File: src/rtl/intr_pend_pkg.sv
// Shared constants for the slow-domain interrupt pending controller:
// register map addresses and register data width.
package intr_pend_pkg;

    localparam int REG_DW = 32;

    localparam logic [1:0] ADDR_PENDING  = 2'd0;
    localparam logic [1:0] ADDR_ENABLE   = 2'd1;
    localparam logic [1:0] ADDR_RAW      = 2'd2;
    localparam logic [1:0] ADDR_OVERFLOW = 2'd3;

endpackage

File: src/rtl/intr_pend_bit.sv
// One interrupt source: rising-edge detect, pending flop and optional
// overflow flop (INTR_PEND_OVF_TRACK_EN); set always wins over clear.
module intr_pend_bit
    import intr_pend_pkg::*;
(
    input  logic clk,
    input  logic rst_n,
    input  logic intr_i,
    input  logic clr_pend_i,
    input  logic clr_ovf_i,
    output logic prev_o,
    output logic pend_o,
    output logic ovf_o
);

    logic prev_q;
    logic pend_q;
    logic pend_d;
    logic rise;

    assign rise   = intr_i & ~prev_q;
    assign pend_d = rise | (pend_q & ~clr_pend_i);

    // Previous level and sticky pending bit.
    always_ff @(posedge clk or negedge rst_n) begin
        if (!rst_n) begin
            prev_q <= 1'b0;
            pend_q <= 1'b0;
        end else begin
            prev_q <= intr_i;
            pend_q <= pend_d;
        end
    end

    assign prev_o = prev_q;
    assign pend_o = pend_q;

`ifdef INTR_PEND_OVF_TRACK_EN
    logic ovf_q;
    logic ovf_d;

    // A new edge lands on a bit that is still pending and not being cleared.
    assign ovf_d = (rise & pend_q & ~clr_pend_i) | (ovf_q & ~clr_ovf_i);

    // Sticky overflow flag.
    always_ff @(posedge clk or negedge rst_n) begin
        if (!rst_n) begin
            ovf_q <= 1'b0;
        end else begin
            ovf_q <= ovf_d;
        end
    end

    assign ovf_o = ovf_q;
`else
    logic unused_clr_ovf;

    assign unused_clr_ovf = clr_ovf_i;
    assign ovf_o          = 1'b0;
`endif

endmodule

File: src/rtl/slow_intr_pending_ctrl.sv
// Slow-domain rising-edge interrupt pending controller with W1C register
// port. Optional overflow tracking under INTR_PEND_OVF_TRACK_EN.
module slow_intr_pending_ctrl
    import intr_pend_pkg::*;
#(
    parameter int INTR_WIDTH = 1
) (
    input  logic                  slow_clk,
    input  logic                  slow_resetn,
    input  logic [INTR_WIDTH-1:0] slow_intr,
    input  logic                  reg_en,
    input  logic                  reg_wr,
    input  logic [1:0]            reg_addr,
    input  logic [REG_DW-1:0]     reg_wdata,
    output logic [REG_DW-1:0]     reg_rdata,
    output logic                  reg_rvalid,
    output logic                  irq_out
);

    localparam int W = INTR_WIDTH;

    logic          wr_s;
    logic          rd_s;
    logic [W-1:0]  clr_pend;
    logic [W-1:0]  clr_ovf;
    logic [W-1:0]  prev;
    logic [W-1:0]  pend;
    logic [W-1:0]  ovf;
    logic [W-1:0]  enable_q;
    logic [W-1:0]  enable_d;
    logic [REG_DW-1:0] rdata_q;
    logic [REG_DW-1:0] rdata_d;
    logic          rvalid_q;
    logic          irq_q;
    logic          irq_d;
    logic          unused_wdata;

    assign unused_wdata = ^reg_wdata;

    assign wr_s = reg_en & reg_wr;
    assign rd_s = reg_en & ~reg_wr;

    assign clr_pend = {W{wr_s && (reg_addr == ADDR_PENDING)}}
                    & reg_wdata[W-1:0];
    assign clr_ovf  = {W{wr_s && (reg_addr == ADDR_OVERFLOW)}}
                    & reg_wdata[W-1:0];

    for (genvar i = 0; i < W; i++) begin : g_bit
        intr_pend_bit u_bit (
            .clk        (slow_clk),
            .rst_n      (slow_resetn),
            .intr_i     (slow_intr[i]),
            .clr_pend_i (clr_pend[i]),
            .clr_ovf_i  (clr_ovf[i]),
            .prev_o     (prev[i]),
            .pend_o     (pend[i]),
            .ovf_o      (ovf[i])
        );
    end

    assign enable_d = (wr_s && (reg_addr == ADDR_ENABLE))
                    ? reg_wdata[W-1:0] : enable_q;

    assign irq_d = |(pend & enable_q);

    // Read mux sees state before this cycle's updates; unused bits read 0.
    always_comb begin
        rdata_d = rdata_q;
        if (rd_s) begin
            rdata_d = '0;
            unique case (reg_addr)
                ADDR_PENDING:  rdata_d[W-1:0] = pend;
                ADDR_ENABLE:   rdata_d[W-1:0] = enable_q;
                ADDR_RAW:      rdata_d[W-1:0] = prev;
                ADDR_OVERFLOW: rdata_d[W-1:0] = ovf;
                default:       rdata_d = '0;
            endcase
        end
    end

    // Enable mask, registered read response and registered irq.
    always_ff @(posedge slow_clk or negedge slow_resetn) begin
        if (!slow_resetn) begin
            enable_q <= '0;
            rdata_q  <= '0;
            rvalid_q <= 1'b0;
            irq_q    <= 1'b0;
        end else begin
            enable_q <= enable_d;
            rdata_q  <= rdata_d;
            rvalid_q <= rd_s;
            irq_q    <= irq_d;
        end
    end

    assign reg_rdata  = rdata_q;
    assign reg_rvalid = rvalid_q;
    assign irq_out    = irq_q;

endmodule
File: config.mk
export PLATFORM = sky130hd
export DESIGN_NAME = slow_intr_pending_ctrl
export DESIGN_NICKNAME = d
export VERILOG_FILES = /design/src/rtl/intr_pend_pkg.sv /design/src/rtl/intr_pend_bit.sv /design/src/rtl/slow_intr_pending_ctrl.sv
export SDC_FILE = /design/constraint.sdc
export NUM_CORES = 1
export LEC_CHECK = 0
export CAP_MARGIN = 20
export CORE_ASPECT_RATIO = 1.1
export CORE_MARGIN = 2
export CORE_UTILIZATION = 24
export DETAILED_ROUTE_END_ITERATION = 8
export HOLD_SLACK_MARGIN = 0.12
export PLACE_DENSITY = 0.81
export SLEW_MARGIN = 0
export SYNTH_ARGS = -nofsm -noshare
export SYNTH_HDL_FRONTEND = slang
export SYNTH_SLANG_ARGS = --single-unit
File: constraint.sdc
create_clock -name slow_clk -period 1.7 [get_ports slow_clk]
set_input_delay 0.34 -clock slow_clk [delete_from_list [all_inputs] [get_ports slow_clk]]
set_output_delay 0.34 -clock slow_clk [all_outputs]
set_load 0.005 [all_outputs]
==> metrics.yaml <==
critPathLaunchType: "register"
cts-resized-gates: 0
cts_hold_buf: 0
die_height_um: 50.9
worstSetupPathType: "reg2out"
ys_seq_area_frac: 0.313
firstDrtPassIters: 2
drt-initial-drc-count: 5
use_met2: 0.0810
ir_worst_vdd_v: 0.000175
synthDistinctLibCells: 15
utilization: 0.281
drive_above_1_share: 0.0625
grtUsageTotal: 0.0635
port-buffer-count: 10
hold_slack_ns: 0.332
end_kind: "primary output"
nets: 105
syn-cell-area_um2: 480
num_vias: 277
cp_slowest_stage_delay_ns: 0.50
pin_count: 73
leakagePower_uw: 0.000264
grt-ovfl-total: 0
grt_use_met3: 0.0424
finalMaxSlewViolations: 0
h-tree-depth: 1
grt_pass1_vias: 251
worstPathMaxFanout: 2
cts_max_path_buffers: 2
clock_sinks: 6
antenna_left: 0
cpMaxStageDelayCell: "clkdlybuf4s50_1"
path_delay_family: "buffers and inverters"
max_freq_mhz: 695
cts_made_buffers: 3
cp.required_ns: 1.36
wire_per_inst_um: 7.75
synth-seq-cells: 6
synth.avg_cell_area_um2: 9.24
critPathArrivalTime_ns: 1.10
rsz0062_at_grt: "no"
grt_max_degree: 7
row_count: 16
period_share: 0.846
setup-violations-final: 0
status: "completed"
busiest_layer: "met2"
cp.buffers_inverters: 1
antenna_found_initial: 0
path_cells: "clkdlybuf4s50_1"
cts_root_buffer: "clkbuf_4"
core_area_um2: 1840
cts_tree: "yes"
insertion_delay_ns: 0.24
drv_cap: 0
antenna_cells: 0
die_w_um: 46.7
p_per_area_nw_per_um2: 729
drc_errors: 0
clk_pin_slew_worst_paths_ns: 0.05
initial_core_util: 0.261
post-cts-setup-buffers: 0
grt_pass1_wl_um: 966
tns_ns: 0
finalWeightedCongestion: 0.788
vias_per_cell: 3.04
layout_common_cells: "conb_1, clkdlybuf4s50_1, dfrtp_1, clkbuf_4"
yosysWarningCount: 0
syn_to_final_growth_pct: 7.55
hp-class: "in2async"
gr-usage-met1: 0.0644
wirelength_um: 705
die_area_um2: 2380
critPathLaunch: "reg_rdata[0]$_DFFE_PN0P_"
dp_hpwl_um: 579
finalHoldViolations: 0
r2r-start: "g_bit[0].u_bit.pend_o$_DFF_PN0_"
final_common_cell: "conb_1"
fin_skew_ns: 0.00737
syn_inst: 52
min_period_ns: 1.44
-- cell families after synthesis --
kind of cell | Yosys count | share of synthesized area
DFF | 6 | 0.312
AOI/OAI and AO/OA | 5 | 0.0807
other | 1 | 0.00781
muxes | 1 | 0.0208
buffers and inverters | 33 | 0.500
and+or+nand+nor | 6 | 0.0782
-- sequential cells by signal (all words and copies together) (netlist names) --
name                count
g_bit.u_bit.pend_o      1
g_bit.u_bit.prev_o      1
irq_out                 1
enable_q                1
reg_rvalid              1
reg_rdata               1
-- routing by layer --
metal / up-vias / part of all wire
li1: 127 / -
met1: 126 / 0.37
met2: 24 / 0.49
met3: 0 / 0.13
met4: 0 / 0
met5: - / 0
-- area by class of cell --
type                            count  area (um2)
Fill cell                         208        1330
Multi-Input combinational cell     43         203
Sequential cell                     6         150
Timing Repair Buffer               10         100
Tap cell                           27        33.8
Clock buffer                        3        22.5
Inverter                            2        7.51
-- where the power goes --
group          leakage (uW)  internal [uW]  switching [uW]
combinational      0.000179           40.8            37.4
clock             0.0000138           79.8            50.7
sequential        0.0000707            160            8.52
-- stage by stage --
step / cell area [um2] / power (uW) / cells / setup WS (ns)
after CTS: 517 / 384 / 91 / 0.242
after global routing: 517 / 406 / 91 / 0.207
after floorplan: 593 / 255 / 82 / 0.831
after global placement: 494 / 246 / 88 / 0.258
after detailed placement: 494 / 248 / 88 / 0.160
final: 517 / 377 / 91 / 0.261
-- worst paths after layout --
path	endpoint	slack, ns	cells past startpoint
min in group slow_clk	g_bit[0].u_bit.pend_o$_DFF_PN0_	0.44	1
worst max register to register	reg_rdata[0]$_DFFE_PN0P_	0.86	3
worst max-delay path	reg_rdata[0]	0.26	1
max in group asynchronous	g_bit[0].u_bit.pend_o$_DFF_PN0_	1.15	1
worst min register to register	g_bit[0].u_bit.pend_o$_DFF_PN0_	0.44	1
worst min-delay path	g_bit[0].u_bit.prev_o$_DFF_PN0_	0.33	1
-- cells in the mapped netlist --
cell | number | area [um2]
mux2i_1 | 1 | 10.0
buf_4 | 31 | 233
o21ai_1 | 1 | 5.00
dfrtp_1 | 6 | 150
o21a_1 | 1 | 7.51
nand3b_1 | 1 | 7.51
nand2_1 | 2 | 7.51
and2b_1 | 1 | 7.51
inv_1 | 2 | 7.51
o41ai_1 | 1 | 8.76
o21ai_0 | 1 | 5.00
nand4b_1 | 1 | 8.76
conb_1 | 1 | 3.75
o211ai_2 | 1 | 12.5
and2_1 | 1 | 6.26
Power figures use the tool's default switching activity.
